File: src/rtl/hazard_unit_p.sv
// rtl/hazard_unit_p.sv - load-use / memory-busy / redirect hazard unit for the 5-stage core
//
// Purpose:
//   Sits beside the IF/ID and ID/EX pipeline registers. It detects load-use
//   hazards and inserts LOAD_LAT bubbles for each one. It freezes the whole
//   pipeline while data memory is busy. It flushes wrong-path instructions
//   when EX redirects the PC. It also keeps a saturating count of bubble
//   cycles for performance monitoring.
//
// Parameters:
//   REG_W    register-specifier width
//   LOAD_LAT bubbles per load-use hazard (1..15)
//   CNT_W    width of the stall-cycle counter
//
// Ports:
//   i_clk            clock, rising edge
//   i_rst            synchronous active-high reset
//   i_idex_memRead   ID/EX instruction is a load
//   i_idex_rt        destination register of the ID/EX load
//   i_ifid_rs/rt     source specifiers of the IF/ID instruction
//   i_ifid_useRs/Rt  IF/ID instruction really reads rs / rt
//   i_mem_busy       data memory not ready, hold everything
//   i_ex_redirect    taken branch/jump in EX
//   o_ifid_write     IF/ID load enable
//   o_pcWrite        PC load enable
//   o_stall          bubble into ID/EX
//   o_ifid_flush     clear IF/ID to NOP
//   o_idex_flush     clear ID/EX to NOP
//   o_pipe_freeze    hold every pipeline register
//   o_stall_cycles   saturating count of cycles with o_stall=1

module hazard_unit_p #(
  parameter int REG_W    = 3,
  parameter int LOAD_LAT = 1,
  parameter int CNT_W    = 16
) (
  input  logic             i_clk,
  input  logic             i_rst,
  input  logic             i_idex_memRead,
  input  logic [REG_W-1:0] i_idex_rt,
  input  logic [REG_W-1:0] i_ifid_rs,
  input  logic [REG_W-1:0] i_ifid_rt,
  input  logic             i_ifid_useRs,
  input  logic             i_ifid_useRt,
  input  logic             i_mem_busy,
  input  logic             i_ex_redirect,
  output logic             o_ifid_write,
  output logic             o_pcWrite,
  output logic             o_stall,
  output logic             o_ifid_flush,
  output logic             o_idex_flush,
  output logic             o_pipe_freeze,
  output logic [CNT_W-1:0] o_stall_cycles
);

  // The memory-busy freeze is an overlay on either state rather than a state.
  typedef enum logic {
    S_IDLE    = 1'b0,
    S_LU_WAIT = 1'b1
  } state_t;

  // Bubbles still owed after the detection cycle.
  localparam logic [3:0] LAT_M1 = 4'(LOAD_LAT - 1);
  localparam logic [CNT_W-1:0] CNT_MAX = {CNT_W{1'b1}};
  localparam logic [CNT_W-1:0] CNT_ONE = {{(CNT_W-1){1'b0}}, 1'b1};

  state_t           r_state;
  state_t           w_state_n;
  logic [3:0]       r_cnt;
  logic [3:0]       w_cnt_n;
  logic [CNT_W-1:0] r_stall_cycles;
  logic             w_hz;

  assign w_hz = i_idex_memRead &
                ((i_ifid_useRs & (i_ifid_rs == i_idex_rt)) |
                 (i_ifid_useRt & (i_ifid_rt == i_idex_rt)));

  // State register and bubble down-counter.
  always_ff @(posedge i_clk) begin
    if (i_rst) begin
      r_state <= S_IDLE;
      r_cnt   <= 4'd0;
    end else begin
      r_state <= w_state_n;
      r_cnt   <= w_cnt_n;
    end
  end

  // Next state and outputs, in strict priority order.
  always_comb begin
    w_state_n     = r_state;
    w_cnt_n       = r_cnt;
    o_ifid_write  = 1'b1;
    o_pcWrite     = 1'b1;
    o_stall       = 1'b0;
    o_ifid_flush  = 1'b0;
    o_idex_flush  = 1'b0;
    o_pipe_freeze = 1'b0;

    if (i_rst) begin
      w_state_n = S_IDLE;
      w_cnt_n   = 4'd0;
    end else if (i_mem_busy) begin
      // Everything holds, including the bubble count still owed, so the
      // hazard is simply re-evaluated once memory is ready again.
      o_pipe_freeze = 1'b1;
      o_ifid_write  = 1'b0;
      o_pcWrite     = 1'b0;
    end else if (i_ex_redirect) begin
      // The instruction being stalled is wrong-path: drop the stall.
      o_ifid_flush = 1'b1;
      o_idex_flush = 1'b1;
      w_state_n    = S_IDLE;
      w_cnt_n      = 4'd0;
    end else if (r_state == S_LU_WAIT) begin
      // ID/EX holds a bubble here, so hz is meaningless and ignored.
      o_ifid_write = 1'b0;
      o_pcWrite    = 1'b0;
      o_stall      = 1'b1;
      w_cnt_n      = r_cnt - 4'd1;
      if (r_cnt == 4'd1) begin
        w_state_n = S_IDLE;
      end
    end else if (w_hz) begin
      o_ifid_write = 1'b0;
      o_pcWrite    = 1'b0;
      o_stall      = 1'b1;
      if (LOAD_LAT > 1) begin
        w_state_n = S_LU_WAIT;
        w_cnt_n   = LAT_M1;
      end
    end
  end

  // Saturating bubble-cycle counter; o_stall is already 0 while frozen.
  always_ff @(posedge i_clk) begin
    if (i_rst) begin
      r_stall_cycles <= '0;
    end else if (o_stall && (r_stall_cycles != CNT_MAX)) begin
      r_stall_cycles <= r_stall_cycles + CNT_ONE;
    end
  end

  assign o_stall_cycles = r_stall_cycles;

endmodule
File: config.mk
export PLATFORM = sky130hd
export DESIGN_NAME = hazard_unit_p
export DESIGN_NICKNAME = d
export VERILOG_FILES = /design/src/rtl/hazard_unit_p.sv
export SDC_FILE = /design/constraint.sdc
export NUM_CORES = 1
export LEC_CHECK = 0
export CORE_ASPECT_RATIO = 0.9
export CORE_MARGIN = 8
export CORE_UTILIZATION = 45
export DETAILED_ROUTE_END_ITERATION = 8
export HOLD_SLACK_MARGIN = 0.06
export PLACE_DENSITY_LB_ADDON = 0.3
export SKIP_LAST_GASP = 1
export SLEW_MARGIN = 20
export SYNTH_ARGS = -nofsm -noshare
export SYNTH_HDL_FRONTEND = slang
export SYNTH_SLANG_ARGS = --single-unit
File: constraint.sdc
create_clock -name i_clk -period 4 [get_ports i_clk]
set_input_delay 1.2 -clock i_clk [delete_from_list [all_inputs] [get_ports i_clk]]
set_output_delay 1.2 -clock i_clk [all_outputs]
set_load 0.01 [all_outputs]
# After elaboration in Yosys (flattened, before gate mapping)
# Cells that the tools add are included.
totals:
  regBits: 21
  input_bits: 16
  out_inout_bits: 22
op_classes:
  addsub: 2
  eq_ne: 4
  muxes: 20
  bitwise_logic: 5
  n_reduce_logical: 3
ops:
  columns: ["op", "count"]
  rows:
  - ["two-way mux 1 bit", 18]
  - ["adder 16 x 1 -> 16 bit, second input constant", 1]
  - ["!= test 16 bit, second input constant", 1]
  - ["two-way mux 4 bit", 2]
  - ["equality test 3 bit", 2]
  - ["equality test 4 x 1 -> 1 bit, second input constant", 1]
  - ["subtractor 4 x 1 -> 4 bit, second input constant", 1]
  - ["bitwise AND 1 bit", 3]
  - ["AND reduction 2 bit", 1]
  - ["nonzero test 2 bit", 1]
  - ["logical AND 1 bit", 1]
  - ["inverter 1 bit", 1]
  - ["OR 1 bit", 1]

# Depth between registers and ports, before layout
# Gate-level depths: netlist (run 1).
depth:
  word_depth: 10
  depth_mapped: 8
  ltp_nobuf: 6

# Least setup slack after synthesis (run 1)
# Ideal clock, no wire load.
synth_path:
  kind: "input -> output"
  startpoint: "input i_idex_rt[0]"
  endpoint: "output o_pcWrite"
  arrival_ns: 2.560
  t_required_ns: 2.800
  slack_ns: 0.240
  cell_stages: 8
  n_path_buf: 3
  cell_sequence: "xor2_1 > o41ai_4 > nor2_2 > buf_6 > clkbuf_1 > nor2_1 > o21bai_1 > buf_4"
synth_between:
  elab_chain_len: 9
synth_rtl:
  columns: ["element", "line_no", "source"]
  rows:
  - ["from (decl)", "40", "input logic [REG_W-1:0] i_idex_rt,"]
  - ["equality test 3 bit (on tied branches)", "75, 76", null]
  - ["bitwise AND 1 bit (on tied branches)", "75, 76", null]
  - ["OR 1 bit (*)", "75", "((i_ifid_useRs & (i_ifid_rs == i_idex_rt)) |"]
  - ["bitwise AND 1 bit (*)", "74", "assign w_hz = i_idex_memRead &"]
  - ["two-way mux 1 bit (*) (5 in a row)", null, null]
  - ["to (decl)", "48", "output logic o_pcWrite,"]
# Mark *: on every way between the ends. The rest lies on a longest branch, timed or not.

# Final worst setup path (run 1)
layout_path:
  startpoint: "input i_ifid_rt[0]"
  endpoint: "output o_ifid_write"
layout_between:
  elab_chain_len: 9
layout_rtl:
  columns: ["element", "line_no", "source"]
  rows:
  - ["from (decl)", "42", "input logic [REG_W-1:0] i_ifid_rt,"]
  - ["equality test 3 bit", "76", "(i_ifid_useRt & (i_ifid_rt == i_idex_rt)));"]
  - ["bitwise AND 1 bit", "76", null]
  - ["OR 1 bit", "75", null]
  - ["bitwise AND 1 bit", "74", null]
  - ["two-way mux 1 bit", "124", "end else if (w_hz) begin"]
  - ["two-way mux 1 bit", "115", "end else if (r_state == S_LU_WAIT) begin"]
  - ["two-way mux 1 bit", "109", "end else if (i_ex_redirect) begin"]
  - ["two-way mux 1 bit", "103", "end else if (i_mem_busy) begin"]
  - ["two-way mux 1 bit", "100", "if (i_rst) begin"]
  - ["to (decl)", "47", "output logic o_ifid_write,"]
# Every way passes these cells.

==> results of run 1 <==
cell type report:
class | instances | area [µm²]
fill | 257 | 970.9
multi-input combinational | 113 | 775.7
timing repair buffer | 47 | 441.7
sequential | 21 | 420.4
tap | 30 | 37.54
inverter | 8 | 30.03
clock buffer | 4 | 26.28
cells in the mapped netlist (all sizes together), types with 4 or more instances:
| cell | instances |
|---|---|
| dfxtp | 21 |
| a21oi | 17 |
| nor2 | 11 |
| inv | 8 |
| o21ai | 8 |
| or4 | 8 |
| nand2 | 7 |
| o31ai | 7 |
| xor2 | 7 |
| clkbuf | 6 |
| nand3 | 6 |
| or3 | 6 |
| nand4 | 5 |
| buf | 4 |
| nor4 | 4 |
power by group through the flow:
stage | registers (W) | logic [W] | clock network [W]
floorplan | 0.000214 | 0.0000271 | 0
CTS | 0.000209 | 0.0000573 | 0.000107
finish | 0.000209 | 0.0000580 | 0.000102
global route | 0.000210 | 0.0000624 | 0.000116
detailed placement | 0.000214 | 0.0000570 | 0
global placement | 0.000214 | 0.0000544 | 0
critical path, stage by stage:
cell	delay, ns
clkdlybuf4s50_1	0.44
xor2_2	0.17
o41ai_4	0.36
nor2_2	0.09
nor2_1	0.13
o21bai_1	0.09
clkdlybuf4s15_1	0.25
cells in the final DEF, fill, tap and decap left out, types with 2 or more instances in the layout:
master,n
ha_1,3
o31ai_1,7
clkdlybuf4s50_1,31
nor2b_1,3
xor2_1,4
or3_1,6
inv_1,8
xor2_2,3
clkbuf_4,3
a21oi_1,17
nor2_1,10
clkdlybuf4s15_1,3
nand4_1,5
or2_2,3
o21bai_1,2
nor3b_1,2
and4_1,2
nand3_1,6
buf_4,10
dfxtp_1,21
nor4_1,3
or4_1,8
o21ai_0,8
nand2_1,7
dlygate4sd2_1,3
routing by layer:
metal	GRT usage (%)	up-vias	routed length, µm
met3	4.697	2	242
met5	0	-	0
met2	24.43	36	1628
met4	5.344	0	15
li1	-	647	-
met1	17.98	595	1542
kinds of logic after synthesis:
group	Yosys count	share of synthesized area [%]
compound gates	41	22.49
xor+xnor	7	4.876
fa+ha+maj	3	2.985
buf+inv	18	6.666
flops	21	33.43
mux	1	0.8955
simple gates	61	28.66
sequential cells by signal, indices dropped and copies added (netlist names):
register and cells:
o_stall_cycles 16, r_cnt 4, r_state 1
timing repair:
item,CTS,global route
gates resized for setup,9,3
buffers inserted,0,1
setup endpoints to repair,3,3
pin swaps,1,4
path summary, 6_finish.rpt:
path	start	end	slack, ns	cells after the start
worst max-delay path	i_ifid_rt[0]	o_ifid_write	0.07	7
worst min-delay path	r_cnt[3]	r_cnt[3]	0.50	2
worst max register to register	o_stall_cycles[2]	o_stall_cycles[15]	2.00	5
worst min register to register	r_cnt[3]	r_cnt[3]	0.50	2
stage by stage:
step,setup TNS [ns],cells,hold slack (ns),power [W]
CTS,0,222,0.4955,0.0003735
global route,-0.02610,223,0.5260,0.0003884
detailed placement,-0.9568,218,0.4788,0.0002712
global placement,-0.7686,218,0.4649,0.0002685
floorplan,0,152,0.4577,0.0002414
finish,0,223,0.4968,0.0003691
==> results_dict.tcl, run 1 <==
set metrics [dict create \
    status "complete, no violations" \
    clkTransAtPathRegs_ns 0.12 \
    insertedDiodeCount 0 \
    cts_hold_buffers 0 \
    finalHoldViolations 0 \
    gp_congestion 0.8480 \
    ys_seq_area_share_pct 33.43 \
    pwr-share-clk_pct 27.5 \
    stdcell_area_um2 1732 \
    synth-async-reset-ratio_pct 0 \
    cts_tree "done" \
    p_int_w 0.0002766 \
    rsz_0062_raised_after_global_routing "yes" \
    hold_path.class "flip-flop to flip-flop" \
    initial_utilization_pct 46.53 \
    max_capacitance_violation_count 0 \
    synth-edff-count 0 \
    p_leak_nw 0.5584 \
    vdd_drop_max_mv 0.09975 \
    netlist_top_cells_area "dfxtp_1 33%, a21oi_1 6.8%, xor2_1 4.9%, or4_1 4.8%, o31ai_1 4.2%" \
    die_h_um 66.15 \
    period_needed_ns 3.933 \
    synth_cells 152 \
    critPathCaptureType "output pin" \
    global_route.usage.total_pct 14.92 \
    wl_um 3429 \
    power.combinational.fraction_pct 15.7 \
    worst-setup-path-type "input port to output pin" \
    grt_antenna_before_repair 0 \
    syn_nets 171 \
    post-route-util_pct 64.07 \
    synth_area_per_cell_um2 8.273 \
    final_min_period_over_clock_period_pct 98.31 \
    place.port_buffers 37 \
    final.setup_skew_ns 0.001143 \
    worstPathMaxFanout 3 \
    worst_margin_slew_ns 0.4409 \
    fin_nets 213 \
    report.final.slew_viol_count 0 \
    cts_htree_levels 1 \
    ys.warnings.count 0 \
    crit_path_start_kind "input port" \
    tritoncts.num_buffers 3 \
    drt-vias-per-instance 5.740 \
    largest_net_degree_at_the_start_of_global_routing 20 \
    fp-row-count 18 \
    ctsRootBufferMaster "clkbuf_4" \
    netSwitchingPower_w 0.00009248 \
    die_width_um 71.72 \
    drtPass1Iterations 4 \
    ioPinCount 38 \
    remaining_drc_errors 0 \
    grt_pass1_vias 1220 \
    critical_path_required_ns 2.80 \
    floorplan.core_area_um2 2703 \
    power_per_cell_area_nw_per_um2 213.1 \
    place_worst_setup_slack_ns -0.3340 \
    slew_headroom_pct 70.19 \
    numClockSinks 21 \
    ant_nets 0 \
    grt_ovf 0 \
    yosys.area.top_type "dfxtp_1" \
    worstSkewPairLatency_ns 0.29 \
    post_route_cells_drive_above_1_share_pct 12.95 \
    grt_first_pass_wirelength_um 5823 \
    dpl-instance-area_um2 1679 \
    sequentialPowerShare_pct 56.8 \
    power.share.switching_pct 25.06 \
    ys_ff_latch 21 \
    place.detailed.hpwl_um 2629 \
    route.detailed.wl_per_inst_um 15.38 \
    arrival_time_of_data_at_the_critical_path_endpoint_ns 2.73 \
    synth_cell_types 37 \
    max_clock_freq_ghz 0.2543 \
    detail_route.iter0.violations 61 \
    cts_max_path_buffers 2 \
    synthDominantCellAreaShare_pct 33.43 \
    vias 1280 \
    setup_viol 0 \
    syn2layout_area_growth_pct 37.71 \
    die-area_um2 4744 \
    fin_ws_ns 0.06750 \
    syn-cell-area_um2 1257 \
    synth_top_flop_cell "dfxtp_1" \
]
Power figures use the tool's default switching activity.
==> inputs of run 2 (changes only) <==
CTS_BUF_LIST = sky130_fd_sc_hd__clkbuf_4   (was default)
PLACE_DENSITY = 0.8   (was default)
PLACE_DENSITY_LB_ADDON = default   (was 0.3)
==> run 2 against run 1 <==
Clock skew rose by 0.0042 ns. Critical path type unchanged. Clock power rose by 5%. Register-to-register slack got worse by 0.12 ns. Non-clock buffer count rose by 2.
==> results_dict.tcl, run 2 (synthesis gave the netlist of run 1 again) <==
set metrics [dict create \
    place_worst_setup_slack_ns -0.3849 \
    ctsRootBufferMaster "clkbuf_4" \
    ioPinCount 38 \
    die_h_um 66.15 \
    critical_path_required_ns 2.80 \
    layout_commonest_cell "clkdlybuf4s50_1" \
    gp_congestion 0.8232 \
    rrSetupSlack_ns 1.88 \
    place.port_buffers 37 \
    power_per_cell_area_nw_per_um2 213.8 \
    placedCellCount 217 \
    clkTransAtPathRegs_ns 0.13 \
    die_width_um 71.72 \
    slew_headroom_pct 44.98 \
    setup_viol 0 \
    p_leak_nw 0.5843 \
    final.setup_skew_ns 0.005366 \
    report.final.slew_viol_count 0 \
    insertedDiodeCount 0 \
    largest_net_degree_at_the_start_of_global_routing 20 \
    place.detailed.hpwl_um 2572 \
    die-area_um2 4744 \
    reg2regPathDepth 5 \
    numClockSinks 21 \
    worst_margin_slew_ns 0.8225 \
    drtPass1Iterations 4 \
    cts_hold_buffers 0 \
    grt_ovf 0 \
    rsz_0062_raised_after_global_routing "no" \
    worstSetupEndpoint "o_stall" \
    grt_antenna_before_repair 0 \
    ant_nets 0 \
    drt-vias-per-instance 5.849 \
    initial_utilization_pct 46.53 \
    remaining_drc_errors 0 \
    final_min_period_over_clock_period_pct 97.99 \
    fin_ws_ns 0.08026 \
    cp.depth 6 \
    fin_nets 215 \
    cts_tree "done" \
    critical-path-max-stage-delay_ns 0.45 \
    critical_path.startpoint "i_ifid_rt[0]" \
    vias 1316 \
    fill_cells 234 \
    cts_max_path_buffers 2 \
    grt_first_pass_wirelength_um 5713 \
    crit-reg2reg-launch "o_stall_cycles[2]" \
    finalHoldViolations 0 \
    crit_path_start_kind "input port" \
    critical_path_buf_inv_count 2 \
    route.detailed.wl_per_inst_um 15.29 \
    floorplan.core_area_um2 2703 \
    number_of_flip_flops_under_the_largest_register_name 16 \
    final_cells 225 \
    arrival_time_of_data_at_the_critical_path_endpoint_ns 2.72 \
    critical_path_cell_by_cell "clkdlybuf4s50_1 -> xor2_2 -> o41ai_4 -> nor2_2 -> nor4_2 -> clkdlybuf4s15_2" \
    syn2layout_area_growth_pct 39.50 \
    vdd_drop_max_mv 0.1616 \
    worst-setup-path-type "input port to output pin" \
    worstPathMaxFanout 3 \
    wl_um 3440 \
    tritoncts.num_buffers 3 \
    detail_route.iter0.violations 65 \
    holdWs_ns 0.5176 \
    grt_pass1_vias 1230 \
    post_route_cells_drive_above_1_share_pct 15.90 \
    global_route.usage.total_pct 14.97 \
    period_needed_ns 3.920 \
    most_frequent_cells_in_the_layout "32 x clkdlybuf4s50_1, 21 x dfxtp_1, 17 x a21oi_1, 12 x buf_4, 10 x nor2_1" \
    max_clock_freq_ghz 0.2551 \
    fp-row-count 18 \
    status "complete, no violations" \
    critPathCaptureType "output pin" \
    worstSkewPairLatency_ns 0.31 \
    max_capacitance_violation_count 0 \
    cts_htree_levels 1 \
    crit_path_top_delay_cell "clkdlybuf4s50_1" \
    rr_endpoint "o_stall_cycles[13]" \
    critical-path-top-delay-family "buffers and inverters" \
    hold_path.class "flip-flop to flip-flop" \
]
## run 2: where the power goes
part | switching, W | total, W | internal (W)
Combinational | 0.0000287 | 0.0000583 | 0.0000296
Clock | 0.0000698 | 0.000107 | 0.0000374
Sequential | 0.000000246 | 0.000210 | 0.000209
## run 2: worst min-delay path by stage
| stage | start | to | cells past startpoint |
|---|---|---|---|
| finish | o_stall_cycles[15] | o_stall_cycles[15] | 2 |
| CTS | r_cnt[3] | r_cnt[3] | 2 |
| detailed placement | r_cnt[3] | r_cnt[3] | 2 |
| global placement | r_cnt[3] | r_cnt[3] | 2 |
| floorplan | r_cnt[3] | r_cnt[3] | 2 |
| global route | r_cnt[3] | r_cnt[3] | 2 |
## run 2: worst reg2reg max path, cell delays in order, from the launching register on
cell and delay (ns):
dfxtp_1 0.47, nand3_1 0.17, nor4b_1 0.49, o2111ai_2 0.34
or3_1 0.43, a21oi_1 0.16
## run 2: repair_timing
item                                   4_1_cts  5_1_grt
gates cloned                                 0        0
pin swaps                                    2        3
resized for setup                            9        6
setup buffers                                2        2
endpoints found under the hold margin        0        0
setup endpoints to repair                    3        2
## run 2: through the flow
stage          setup TNS (ns)  area (µm²)  utilization [%]   power, W
2_1_floorplan               0        1257                -  0.0002414
3_3_place_gp          -0.7546        1672            61.85  0.0002676
3_5_place_dp          -0.9410        1683            62.27  0.0002699
4_1_cts             -0.005809        1737            64.26  0.0003746
5_1_grt                     0        1754            64.91  0.0003903
6_report                    0        1754            64.91  0.0003751
## run 2: final cells by class
cell class / instances / area (µm²) / share of cell area (%)
multi-input combinational: 113 / 785.8 / 44.79
timing repair buffer: 49 / 452.9 / 25.82
sequential: 21 / 420.4 / 23.97
tap: 30 / 37.54 / 2.140
inverter: 8 / 30.03 / 1.712
clock buffer: 3 / 22.52 / 1.284
clock inverter: 1 / 5.005 / 0.2853
## run 2: metal layers
| metal | vias up | part of all wire, % | global-route usage (%) |
|---|---|---|---|
| met1 | 613 | 44 | 16.87 |
| met5 | - | 0 | 0 |
| li1 | 660 | - | - |
| met4 | 0 | 1.4 | 6.616 |
| met3 | 5 | 7.5 | 4.848 |
| met2 | 38 | 47 | 25.34 |
==> inputs of run 3 (changes only) <==
GPL_TIMING_DRIVEN = 0   (was default)
==> run 3 against run 2 <==
Worst setup slack worse by 0.032 ns. Register-to-register slack better by 0.03 ns. Utilization down 0.37 points. Critical endpoint is now o_ifid_write. Via count rose by 2.4%. Clock power is 4% higher. Critical path depth up 2. Largest cell class unchanged. Critical path type unchanged. Die area unchanged. Sequential power is essentially flat. Count of clock-buffer cells in the layout up 1. Hold slack improved by 0.0029 ns. Global-route usage rose by 0.61 points.
==> results_dict.tcl, run 3 (synthesis gave the netlist of run 1 again) <==
set metrics [dict create \
    cts_hold_buffers 0 \
    dpl-instance-area_um2 1635 \
    layout_commonest_cell "clkdlybuf4s50_1" \
    critical_path_cell_by_cell "clkdlybuf4s50_1 -> xor2_2 -> nor4_4 -> nor2_2 -> buf_6 -> nor2_2 -> o21bai_1 -> clkdlybuf4s15_1" \
    reg2regPathDepth 5 \
    grt_ovf 0 \
    detail_route.iter0.violations 62 \
    initial_utilization_pct 46.53 \
    grt_antenna_before_repair 0 \
    numClockSinks 21 \
    ant_nets 0 \
    die_h_um 66.15 \
    vdd_drop_max_mv 0.1355 \
    critical_path_required_ns 2.80 \
    finalHoldViolations 0 \
    route.detailed.wl_per_inst_um 16.00 \
    vias 1347 \
    crit_path_top_delay_cell "clkdlybuf4s50_1" \
    ioPinCount 38 \
    cp.depth 8 \
    worstSkewPairLatency_ns 0.30 \
    die_width_um 71.72 \
    max_capacitance_violation_count 0 \
    slew_headroom_pct 50.43 \
    fin_nets 215 \
    drtPass1Iterations 4 \
    rsz_0062_raised_after_global_routing "no" \
    insertedDiodeCount 0 \
    fp-row-count 18 \
    drt-vias-per-instance 5.987 \
    critical_path_buf_inv_count 3 \
    report.final.slew_viol_count 0 \
    global_route.usage.total_pct 15.58 \
    cts_tree "done" \
    clkTransAtPathRegs_ns 0.12 \
    worstSetupEndpoint "o_ifid_write" \
    crit_path_start_kind "input port" \
    cts_max_path_buffers 2 \
    power_per_cell_area_nw_per_um2 217.4 \
    setup_viol 0 \
    rrSetupSlack_ns 1.91 \
    critical_path.startpoint "i_ifid_rs[1]" \
    die-area_um2 4744 \
    period_needed_ns 3.952 \
    grt_first_pass_wirelength_um 5982 \
    place.detailed.hpwl_um 2681 \
    rr_endpoint "o_stall_cycles[4]" \
    critical-path-top-delay-family "buffers and inverters" \
    stdcell_area_um2 1744 \
    syn2layout_area_growth_pct 38.71 \
    fill_cells 241 \
    final.setup_skew_ns 0.001230 \
    grt_pass1_vias 1263 \
    gp_congestion 0.8400 \
    max_clock_freq_ghz 0.2531 \
    timing.critical_path.mode_cell "nor2_2" \
    post-route-util_pct 64.54 \
    most_frequent_cells_in_the_layout "22 x clkdlybuf4s50_1, 21 x dfxtp_1, 17 x a21oi_1, 9 x nor2_1" \
    final_min_period_over_clock_period_pct 98.79 \
    floorplan.core_area_um2 2703 \
    ctsRootBufferMaster "clkbuf_4" \
    hold_path.class "flip-flop to flip-flop" \
    tritoncts.num_buffers 3 \
    critPathCaptureType "output pin" \
    hold_path.startpoint "r_cnt[3]" \
    critical-path-max-stage-delay_ns 0.51 \
    status "complete, no violations" \
    p_leak_nw 0.5741 \
    remaining_drc_errors 0 \
    crit-reg2reg-launch "o_stall_cycles[3]" \
    largest_net_degree_at_the_start_of_global_routing 15 \
    worst_margin_slew_ns 0.7355 \
    cts_htree_levels 1 \
    setup_total_negative_slack_ns 0 \
    wl_um 3601 \
    post_route_cells_drive_above_1_share_pct 18.97 \
    place.port_buffers 34 \
    number_of_flip_flops_under_the_largest_register_name 16 \
    hold_depth 2 \
    worst-setup-path-type "input port to output pin" \
    worstPathMaxFanout 4 \
    arrival_time_of_data_at_the_critical_path_endpoint_ns 2.75 \
]
run 3: metal layers:
metal	vias to the layer above	global-route usage (%)	routed length [µm]
li1	646	-	-
met1	643	18.05	1504
met2	52	27.16	1760
met3	6	4.394	291
met4	0	4.835	45
met5	-	0	0
run 3: what timing repair did:
action                     4_1_cts  5_1_grt
setup endpoints to repair        3        4
pin swaps                        5        2
gates resized for setup         28        7
gates cloned                     0        0
setup buffers                    5        1
run 3: worst min-delay path: stages, from the launching register on:
cell	delay, ns
dfxtp_1	0.35
o21ai_0	0.08
a21oi_1	0.06
run 3: how the worst min path moves through the flow:
stage,endpoint,slack (ns)
global placement,r_cnt[3],0.47
finish,r_cnt[3],0.52
CTS,r_cnt[3],0.52
floorplan,r_cnt[3],0.46
global route,r_cnt[3],0.54
detailed placement,r_cnt[3],0.50
run 3: stage by stage:
stage / hold slack [ns] / power [W] / cells / worst slack [ns]
3_3_place_gp: 0.4687 / 0.0002651 / 216 / -0.8817
6_report: 0.5205 / 0.0003793 / 225 / 0.04843
5_1_grt: 0.5435 / 0.0003986 / 225 / 0.005071
4_1_cts: 0.5167 / 0.0003845 / 224 / 0.002078
3_5_place_dp: 0.4965 / 0.0002670 / 216 / -1.025
2_1_floorplan: 0.4577 / 0.0002414 / 152 / 0.2398
run 3: layout make-up:
class | count | area, µm² | share of cell area, %
inverters | 8 | 30.03 | 1.722
multi-input cells | 113 | 814.5 | 46.70
plain buffers | 9 | 51.30 | 2.941
well taps | 30 | 37.54 | 2.152
clock buffers | 4 | 30.03 | 1.722
flip-flops and latches | 21 | 420.4 | 24.10
repair buffers | 40 | 360.3 | 20.66
run 3: report_power, final:
| group | switching [W] | internal (W) | leakage (nW) | total, W |
|---|---|---|---|---|
| combinational | 0.0000323 | 0.0000260 | 0.387 | 0.0000584 |
| clock | 0.0000657 | 0.0000457 | 0.0184 | 0.000111 |
| sequential | 0.000000264 | 0.000209 | 0.169 | 0.000210 |
| total | 0.0000983 | 0.000281 | 0.574 | 0.000379 |
